<file path="src/rtl/dark_subtract_engine_if.sv">
// Request/response bus between the dark-subtract engine and the
// memory-manager stub. The engine takes the master side.
interface dark_subtract_engine_if;
   logic        ready_2_start;
   logic [31:0] user_rd_data;
   logic        rd_valid;
   logic        req;
   logic        rd_wr;
   logic [20:0] user_req_addr;
   logic [31:0] user_write_data;
   logic        set_done;
   logic        busy;
   logic [15:0] sat_count;

   modport master (
      input  ready_2_start, user_rd_data, rd_valid,
      output req, rd_wr, user_req_addr, user_write_data, set_done, busy, sat_count
   );

   modport slave (
      output ready_2_start, user_rd_data, rd_valid,
      input  req, rd_wr, user_req_addr, user_write_data, set_done, busy, sat_count
   );
endinterface

</file>
<file path="src/rtl/dark_subtract_engine.sv">
// Dark-frame subtraction engine. For every word of a set it reads the light
// word, reads the dark word and writes the per-pixel saturating difference
// (two 16-bit pixels per word), then pulses set_done.
// Optional macro DARK_SAT_COUNT_EN adds a counter of clamped pixels per set;
// without it sat_count is tied to zero.
module dark_subtract_engine #(
   parameter int          NUM_WORDS  = 1024,
   parameter logic [20:0] LIGHT_BASE = 21'h000000,
   parameter logic [20:0] DARK_BASE  = 21'h040000,
   parameter logic [20:0] OUT_BASE   = 21'h080000
) (
   input  logic                          clk,
   input  logic                          rst_n,
   dark_subtract_engine_if.master        bus
);

   typedef enum logic [2:0] {IDLE, RD_L, WT_L, RD_D, WT_D, WR, DONE} state_t;

   localparam logic [20:0] LAST_IDX = 21'(NUM_WORDS - 1);

   state_t      state_reg, state_next;
   logic [20:0] idx_reg, idx_next;
   logic [31:0] light_reg, light_next;
   logic        ready_q_reg;
   logic        req_reg, req_next;
   logic        rd_wr_reg, rd_wr_next;
   logic [20:0] addr_reg, addr_next;
   logic [31:0] wdata_reg, wdata_next;
   logic        set_done_reg, set_done_next;
   logic        busy_reg, busy_next;
   logic        start_edge;

   function automatic logic [15:0] sub16(input logic [15:0] a, input logic [15:0] b);
      return (a > b) ? (a - b) : 16'h0000;
   endfunction

   assign start_edge = bus.ready_2_start & ~ready_q_reg;

   // Next-state and registered-output decode; outputs follow the state entered.
   always_comb begin
      state_next    = state_reg;
      idx_next      = idx_reg;
      light_next    = light_reg;
      req_next      = 1'b0;
      rd_wr_next    = 1'b0;
      addr_next     = addr_reg;
      wdata_next    = wdata_reg;
      set_done_next = 1'b0;
      busy_next     = busy_reg;
      case (state_reg)
         IDLE: begin
            if (start_edge) begin
               state_next = RD_L;
               idx_next   = 21'd0;
               busy_next  = 1'b1;
               req_next   = 1'b1;
               addr_next  = LIGHT_BASE;
            end
         end
         RD_L: state_next = WT_L;
         WT_L: begin
            if (bus.rd_valid) begin
               light_next = bus.user_rd_data;
               state_next = RD_D;
               req_next   = 1'b1;
               addr_next  = DARK_BASE + idx_reg;
            end
         end
         RD_D: state_next = WT_D;
         WT_D: begin
            if (bus.rd_valid) begin
               state_next = WR;
               req_next   = 1'b1;
               rd_wr_next = 1'b1;
               addr_next  = OUT_BASE + idx_reg;
               wdata_next = {sub16(light_reg[31:16], bus.user_rd_data[31:16]),
                             sub16(light_reg[15:0],  bus.user_rd_data[15:0])};
            end
         end
         WR: begin
            if (idx_reg == LAST_IDX) begin
               state_next    = DONE;
               set_done_next = 1'b1;
            end else begin
               idx_next   = idx_reg + 21'd1;
               state_next = RD_L;
               req_next   = 1'b1;
               addr_next  = LIGHT_BASE + idx_reg + 21'd1;
            end
         end
         DONE: begin
            busy_next  = 1'b0;
            state_next = IDLE;
         end
         default: state_next = IDLE;
      endcase
      // Losing the frame mid-set abandons it silently.
      if (state_reg != IDLE && state_reg != DONE && !bus.ready_2_start) begin
         state_next    = IDLE;
         busy_next     = 1'b0;
         req_next      = 1'b0;
         rd_wr_next    = 1'b0;
         set_done_next = 1'b0;
      end
   end

   // State and output registers. The edge detector resets high so that a
   // ready_2_start already high across reset cannot start a set.
   always_ff @(posedge clk) begin
      if (!rst_n) begin
         state_reg    <= IDLE;
         idx_reg      <= 21'd0;
         light_reg    <= 32'd0;
         ready_q_reg  <= 1'b1;
         req_reg      <= 1'b0;
         rd_wr_reg    <= 1'b0;
         addr_reg     <= 21'd0;
         wdata_reg    <= 32'd0;
         set_done_reg <= 1'b0;
         busy_reg     <= 1'b0;
      end else begin
         state_reg    <= state_next;
         idx_reg      <= idx_next;
         light_reg    <= light_next;
         ready_q_reg  <= bus.ready_2_start;
         req_reg      <= req_next;
         rd_wr_reg    <= rd_wr_next;
         addr_reg     <= addr_next;
         wdata_reg    <= wdata_next;
         set_done_reg <= set_done_next;
         busy_reg     <= busy_next;
      end
   end

   assign bus.req             = req_reg;
   assign bus.rd_wr           = rd_wr_reg;
   assign bus.user_req_addr   = addr_reg;
   assign bus.user_write_data = wdata_reg;
   assign bus.set_done        = set_done_reg;
   assign bus.busy            = busy_reg;

`ifdef DARK_SAT_COUNT_EN
   logic [31:0] dark_reg;
   logic [15:0] sat_reg;
   logic [1:0]  lanes;
   logic [16:0] sat_sum;

   assign lanes   = {1'b0, light_reg[31:16] <= dark_reg[31:16]} +
                    {1'b0, light_reg[15:0]  <= dark_reg[15:0]};
   assign sat_sum = {1'b0, sat_reg} + {15'd0, lanes};

   // Keep the dark word and count clamped lanes once per issued write.
   always_ff @(posedge clk) begin
      if (!rst_n) begin
         dark_reg <= 32'd0;
         sat_reg  <= 16'd0;
      end else begin
         if (state_reg == WT_D && bus.rd_valid)
            dark_reg <= bus.user_rd_data;
         if (state_reg == IDLE && start_edge)
            sat_reg <= 16'd0;
         else if (state_reg == WR)
            sat_reg <= sat_sum[16] ? 16'hFFFF : sat_sum[15:0];
      end
   end

   assign bus.sat_count = sat_reg;
`else
   assign bus.sat_count = 16'h0000;
`endif

endmodule

</file>
<file path="src/flat_wrapper.sv">
// flat-port wrapper written by rule: the top's interface ports become plain ports
module dark_subtract_engine_flat 
#(
   parameter int          NUM_WORDS  = 1024,
   parameter logic [20:0] LIGHT_BASE = 21'h000000,
   parameter logic [20:0] DARK_BASE  = 21'h040000,
   parameter logic [20:0] OUT_BASE   = 21'h080000
)
  (clk, rst_n, bus_ready_2_start, bus_user_rd_data, bus_rd_valid, bus_req, bus_rd_wr, bus_user_req_addr, bus_user_write_data, bus_set_done, bus_busy, bus_sat_count);
  dark_subtract_engine_if bus_i ();
  input  logic clk;
  input  logic rst_n;
  input wire logic [$bits(bus_i.ready_2_start)-1:0] bus_ready_2_start;
  input wire logic [$bits(bus_i.user_rd_data)-1:0] bus_user_rd_data;
  input wire logic [$bits(bus_i.rd_valid)-1:0] bus_rd_valid;
  output wire logic [$bits(bus_i.req)-1:0] bus_req;
  output wire logic [$bits(bus_i.rd_wr)-1:0] bus_rd_wr;
  output wire logic [$bits(bus_i.user_req_addr)-1:0] bus_user_req_addr;
  output wire logic [$bits(bus_i.user_write_data)-1:0] bus_user_write_data;
  output wire logic [$bits(bus_i.set_done)-1:0] bus_set_done;
  output wire logic [$bits(bus_i.busy)-1:0] bus_busy;
  output wire logic [$bits(bus_i.sat_count)-1:0] bus_sat_count;
  assign bus_i.ready_2_start = bus_ready_2_start;
  assign bus_i.user_rd_data = bus_user_rd_data;
  assign bus_i.rd_valid = bus_rd_valid;
  assign bus_req = bus_i.req;
  assign bus_rd_wr = bus_i.rd_wr;
  assign bus_user_req_addr = bus_i.user_req_addr;
  assign bus_user_write_data = bus_i.user_write_data;
  assign bus_set_done = bus_i.set_done;
  assign bus_busy = bus_i.busy;
  assign bus_sat_count = bus_i.sat_count;
  dark_subtract_engine #(.NUM_WORDS(NUM_WORDS), .LIGHT_BASE(LIGHT_BASE), .DARK_BASE(DARK_BASE), .OUT_BASE(OUT_BASE)) u_core (.clk(clk), .rst_n(rst_n), .bus(bus_i));
endmodule
</file>
<file path="config.mk">
export PLATFORM = sky130hd
export DESIGN_NAME = dark_subtract_engine_flat
export DESIGN_NICKNAME = d
export VERILOG_FILES = /design/src/rtl/dark_subtract_engine_if.sv /design/src/rtl/dark_subtract_engine.sv /design/src/flat_wrapper.sv
export SDC_FILE = /design/constraint.sdc
export NUM_CORES = 1
export LEC_CHECK = 0
export ABC_AREA = 1
export CAP_MARGIN = 10
export CORE_MARGIN = 1
export CORE_UTILIZATION = 50
export DETAILED_ROUTE_END_ITERATION = 8
export PLACE_DENSITY = 0.78
export SYNTH_ARGS = -nofsm -noshare
export SYNTH_HDL_FRONTEND = slang
export SYNTH_SLANG_ARGS = --single-unit
</file>
<file path="constraint.sdc">
create_clock -name clk -period 2 [get_ports clk]
set_input_delay 0.5 -clock clk [delete_from_list [all_inputs] [get_ports clk]]
set_output_delay 0.5 -clock clk [all_outputs]
set_load 0.01 [all_outputs]
</file>
==> results of run 1 <==
## cell type report
class | instances | area (sq um) | share of cell area (%)
sequential | 114 | 2290 | 22.2
timing repair buffer | 224 | 2040 | 19.8
clock inverter | 13 | 183 | 1.78
inverter | 171 | 648 | 6.30
tap | 176 | 220 | 2.14
multi-input combinational | 785 | 4450 | 43.3
clock buffer | 19 | 453 | 4.41
## repair_timing
item                       CTS  global route
setup endpoints to repair   30            62
pin swaps                    6            31
resized for setup           19           111
setup buffers                3            11
## kinds of logic (layout without fill, tap and decap cells)
family	count (synthesis)	in the layout	synth area share [%]
adders and majority gates	37	37	6.82
other	1	16	0.0535
buffers and inverters	217	427	13.3
and+or+nand+nor	525	525	31.5
AOI/OAI and AO/OA	194	194	14.2
xor gates and xnor gates	13	13	1.62
DFF	114	114	32.5
## metrics by stage
step | util, % | cells | setup TNS, ns | area [sq um]
after floorplan | - | 1116 | 0 | 7110
after global placement | 66.5 | 1456 | -16.03 | 8950
after detailed placement | 66.5 | 1456 | -19.49 | 8950
after CTS | 72.2 | 1491 | 0 | 9710
after global routing | 76.4 | 1502 | -0.958 | 10300
final | 76.4 | 1502 | -0.0215 | 10300
## layer usage
metal	global-route usage (%)	wire length, um
met5	0	0
met4	10.8	638
met3	5.71	1110
met2	48.3	10500
met1	33.4	8670
## critical path, stage by stage
cell             delay, ns
clkdlybuf4s50_1       0.45
inv_1                 0.07
ha_4                  0.29
nand2_4               0.06
inv_1                 0.05
nand2_1               0.06
nand2_1               0.10
a21oi_1               0.08
buf_4                 0.15
a21oi_4               0.17
buf_6                 0.17
nand3_2               0.07
a21oi_1               0.15
## power by group
group	internal, W	switching (W)	total, W
clock	0.00214	0.00111	0.00326
combinational	0.000525	0.000595	0.00112
sequential	0.00233	0.0000475	0.00238
total	0.00500	0.00175	0.00675
## cell usage after synthesis, drive strengths merged
library cell	instances
a21oi	123
a31oi	2
a32oi	1
and2	5
buf	28
clkbuf	18
clkinv	3
conb	1
dfxtp	114
fa	2
ha	35
inv	168
nand2	351
nand3	61
nand3b	5
nand4	12
nor2	83
nor3	5
o211ai	1
o21a	1
o21ai	65
o31ai	1
or2	3
xnor2	3
xor2	10
## worst paths after layout
check | end | slack (ns) | depth (start not counted)
setup / recovery | u_core.bus.user_write_data[26] | -0.02 | 13
hold / removal | u_core.light_reg[25] | 0.39 | 3
setup reg to reg | u_core.bus.user_write_data[26] | 0.04 | 13
hold reg to reg | u_core.bus.user_req_addr[14] | 0.46 | 2
==> impl_metrics.env, run 1 <==
export IMPL_path_clk_slew_ns=0.05
export IMPL_final_common_cell="nand2_1"
export IMPL_synth_cell_types=38
export IMPL_netlist_top_cells_area="dfxtp_1, nand2_1, a21oi_1, inv_1, ha_1"
export IMPL_avgViaCountPerCell=5.12
export IMPL_slew_viol_final=0
export IMPL_grt_max_degree=33
export IMPL_violations="negative setup slack"
export IMPL_syn_area_sq_um=7010
export IMPL_grt_use_total_pct=27.7
export IMPL_crit_start="bus_user_rd_data[26]"
export IMPL_coreArea_sq_um=13500
export IMPL_yosysTopAreaCellShare_pct=32.5
export IMPL_gp_congestion=0.893
export IMPL_grt_pass1_vias=7148
export IMPL_clkLatencyLatePin_ns=0.42
export IMPL_status="complete, but fails checks"
export IMPL_crit_arrival_ns=2.37
export IMPL_rows=42
export IMPL_reg2reg_from="u_core.light_reg[16]"
export IMPL_hpwlAfterDp_mm=14.2
export IMPL_io_buffers=92
export IMPL_fmax_mhz=495
export IMPL_synth_warnings=0
export IMPL_cts_root_buf="clkbuf_16"
export IMPL_whs_ns=0.387
export IMPL_wire_per_inst_um=13.9
export IMPL_diodes=0
export IMPL_synth_top_area_cell="dfxtp_1"
export IMPL_mostFrequentLayoutCells="nand2_1, inv_1, buf_4"
export IMPL_end_kind="register"
export IMPL_clockBufferDepth=2
export IMPL_post_route_period_util_pct=101
export IMPL_hold_viol=0
export IMPL_ys_ff_latch=114
export IMPL_firstDrtPassIters=5
export IMPL_finClkSkew_ns=0.00771
export IMPL_setup_viol=1
export IMPL_cp_start_kind="input port"
export IMPL_max_cap_viol_count=0
export IMPL_finalWorstSetupSlack_ns=-0.0215
export IMPL_min_path_type="input port to register"
export IMPL_cts_tree="built"
export IMPL_syn_area_per_cell_sq_um=6.37
export IMPL_worstPathMaxFanout=7
export IMPL_htreeDepth=4
export IMPL_clock_sinks=114
export IMPL_yosysSeqAreaShare_pct=32.5
export IMPL_grt_antenna_before_repair=0
export IMPL_dr_total_vias=7686
export IMPL_finalNetCount=1386
export IMPL_die_x_um=120
export IMPL_antenna_left=0
export IMPL_grt_pass1_wl_mm=32.3
export IMPL_initial_core_util_pct=52.1
export IMPL_rsz0062_at_grt="true"
export IMPL_syn_to_final_growth_pct=46.6
export IMPL_crit_type="input port to register"
export IMPL_die_area_sq_um=14500
export IMPL_wl_mm=20.9
export IMPL_period_minus_slack_ns=2.02
export IMPL_overflow=0
export IMPL_pin_count=109
export IMPL_postCtsHoldBufs=0
export IMPL_ir_worst_vdd_uv=745
export IMPL_drt_initial_drc_count=489
export IMPL_drc_errors=0
export IMPL_dp_slack_ns=-0.585
export IMPL_synthCells=1101
export IMPL_leakagePower_nw=4.77
export IMPL_min_from="bus_user_rd_data[25]"
export IMPL_fillerInstances=991
export IMPL_drive_gt1_share_pct=23.2
export IMPL_cts_buffers=17
export IMPL_cp_data_required_time_ns=2.35
export IMPL_power_w=0.00675
export IMPL_die_h_um=120
export IMPL_powerDensity_nw_per_um2=657
No activity file was read; power rests on OpenSTA's default activity.
==> inputs of run 2 (changes only) <==
--- a/config.mk
+++ b/config.mk
@@ -11,6 +11,8 @@
 export CORE_UTILIZATION = 50
 export DETAILED_ROUTE_END_ITERATION = 8
 export PLACE_DENSITY = 0.78
+export SKIP_LAST_GASP = 1
+export SLEW_MARGIN = 20
 export SYNTH_ARGS = -nofsm -noshare
 export SYNTH_HDL_FRONTEND = slang
 export SYNTH_SLANG_ARGS = --single-unit
==> constraint.sdc (replaced) <==
create_clock -name clk -period 2 [get_ports clk]
set_input_delay 0.4 -clock clk [delete_from_list [all_inputs] [get_ports clk]]
set_output_delay 0.4 -clock clk [all_outputs]
set_load 0.01 [all_outputs]
==> run 2 against run 1 <==
  * The flow now finishes without violations
  * Largest cell class unchanged
  * Largest power group unchanged
  * Critical path type unchanged
  * Sequential power barely moved
  * Wire length fell by 6.4%
  * Global-route usage fell by 1.1 points
==> impl_metrics.env, run 2 (same netlist as run 1, synthesis figures left out) <==
export IMPL_reg2regPathDepth=13
export IMPL_die_area_sq_um=14500
export IMPL_wl_mm=19.5
export IMPL_min_path_type="input port to register"
export IMPL_end_kind="register"
export IMPL_fmax_mhz=513
export IMPL_critPathMaxStageDelay_ns=0.47
export IMPL_die_x_um=120
export IMPL_diodes=0
export IMPL_final_cell_area_sq_um=9840
export IMPL_crit_arrival_ns=2.25
export IMPL_finalNetCount=1374
export IMPL_gp_congestion=0.892
export IMPL_grt_antenna_before_repair=0
export IMPL_cp_depth=14
export IMPL_hold_end="u_core.light_reg[20]"
export IMPL_initial_core_util_pct=52.1
export IMPL_io_buffers=92
export IMPL_coreArea_sq_um=13500
export IMPL_max_cap_viol_count=0
export IMPL_drt_initial_drc_count=467
export IMPL_cts_buffers=17
export IMPL_hold_path_cell_count=3
export IMPL_r2r_setup_slack_ns=0.08
export IMPL_cp_data_required_time_ns=2.30
export IMPL_post_route_period_util_pct=97.4
export IMPL_antenna_left=0
export IMPL_ir_worst_vdd_uv=626
export IMPL_drive_gt1_share_pct=18.7
export IMPL_grt_pass1_wl_mm=30.8
export IMPL_pin_count=109
export IMPL_crit_chain="clkdlybuf4s50_1, inv_2, ha_4, nand2_1, nand2_1, a21oi_2, nor2_1, nor2_1, nand2_1, nand2_2, inv_4, clkbuf_16, nand2_1, a21oi_1"
export IMPL_overflow=0
export IMPL_postCtsHoldBufs=0
export IMPL_cp_start_kind="input port"
export IMPL_cp_num_buf_inv=4
export IMPL_dr_total_vias=7528
export IMPL_grt_use_total_pct=26.6
export IMPL_grt_pass1_vias=6838
export IMPL_hpwlAfterDp_mm=13.9
export IMPL_slew_viol_final=0
export IMPL_die_h_um=120
export IMPL_clockBufferDepth=2
export IMPL_reg2reg_from="u_core.light_reg[16]"
export IMPL_tns_ns=0
export IMPL_cts_root_buf="clkbuf_16"
export IMPL_hold_viol=0
export IMPL_wire_per_inst_um=13.1
export IMPL_firstDrtPassIters=5
export IMPL_cts_tree="built"
export IMPL_setup_viol=0
export IMPL_status="completed"
export IMPL_dp_cells=1450
export IMPL_clkLatencyLatePin_ns=0.43
export IMPL_worstPathMaxFanout=6
export IMPL_drc_errors=0
export IMPL_path_clk_slew_ns=0.05
export IMPL_power_w=0.00640
export IMPL_rr_endpoint="u_core.bus.user_write_data[30]"
export IMPL_clock_sinks=114
export IMPL_powerDensity_nw_per_um2=650
export IMPL_grt_max_degree=45
export IMPL_mostFrequentLayoutCells="nand2_1, inv_1, a21oi_1"
export IMPL_leakagePower_nw=4.57
export IMPL_rsz0062_at_grt="true"
export IMPL_htreeDepth=4
export IMPL_finClkSkew_ns=0.00702
export IMPL_min_from="bus_user_rd_data[20]"
export IMPL_crit_slowest_cell="clkdlybuf4s50_1"
export IMPL_dpl_cell_area_sq_um=8800
export IMPL_syn_to_final_growth_pct=40.3
export IMPL_crit_type="input port to register"
export IMPL_cp_top_family="buffers and inverters"
export IMPL_period_minus_slack_ns=1.95
export IMPL_layoutNonFillerInstCount=1489
export IMPL_avgViaCountPerCell=5.06
export IMPL_rows=42
export IMPL_final_common_cell="nand2_1"
export IMPL_crit_start="bus_user_rd_data[9]"
export IMPL_path_common_cell="nand2_1"
[run 2: cell types whose count changed in the layout (fill, tap and decap cells not counted), moves of 5 or more]
cell and change:
nand2_1 +15, inv_1 +12, inv_2 -12, ha_4 -11, nand2_2 -10, buf_4 -9, ha_1 +9, clkdlybuf4s50_1 +7
dlymetal6s2s_1 -7, a21oi_1 +5, a21oi_2 -5, buf_12 -5, nand2_4 -5, nor2_1 +5
[run 2: layout make-up]
| type | instances | area, sq um |
|---|---|---|
| sequential | 114 | 2280 |
| clock inverter | 9 | 105 |
| clock buffer | 22 | 484 |
| inverter | 171 | 647 |
| tap | 176 | 220 |
| multi-input combinational | 785 | 4210 |
| fill | 1073 | 3610 |
| timing repair buffer | 212 | 1890 |
[run 2: metrics by stage]
stage / setup slack, ns / utilization (%) / hold slack [ns]
6_report: 0.0513 / 73.1 / 0.310
4_1_cts: 0.00289 / 70.1 / 0.414
3_3_place_gp: -0.433 / 65.4 / 0.447
5_1_grt: -0.109 / 73.1 / 0.318
2_1_floorplan: 0.00514 / - / 0.433
3_5_place_dp: -0.536 / 65.4 / 0.450
[run 2: worst max path at each step]
stage                                      to  slack (ns)
2_1_floorplan   u_core.bus.user_write_data[2]       0.005
3_3_place_gp    u_core.bus.user_write_data[4]       -0.43
3_5_place_dp    u_core.bus.user_write_data[0]       -0.54
4_1_cts        u_core.bus.user_write_data[29]       0.003
5_1_grt         u_core.bus.user_write_data[8]       -0.11
6_report        u_core.bus.user_write_data[8]        0.05
[run 2: report_power, final]
group	leakage [nW]	internal, W	switching (W)	total [W]
Clock	0.280	0.00195	0.00107	0.00302
Combinational	3.37	0.000462	0.000547	0.00101
Sequential	0.922	0.00233	0.0000418	0.00237
[run 2: routing by layer]
metal	global-route usage, %	wire [um]
met5	0	0
met4	12.0	500
met3	5.09	1080
met2	44.9	9510
met1	32.7	8450
[run 2: worst min-delay path, cell delays in order]
cell and delay (ns):
dlymetal6s2s_1 0.14, inv_1 0.08, a21oi_1 0.06
[run 2: repair_timing]
| action | CTS | global route |
|---|---|---|
| endpoints found under the setup margin | 32 | 35 |
| pin swaps | 7 | 19 |
| setup buffers | 2 | 5 |
| gates cloned | 0 | 1 |
| resized for setup | 13 | 68 |
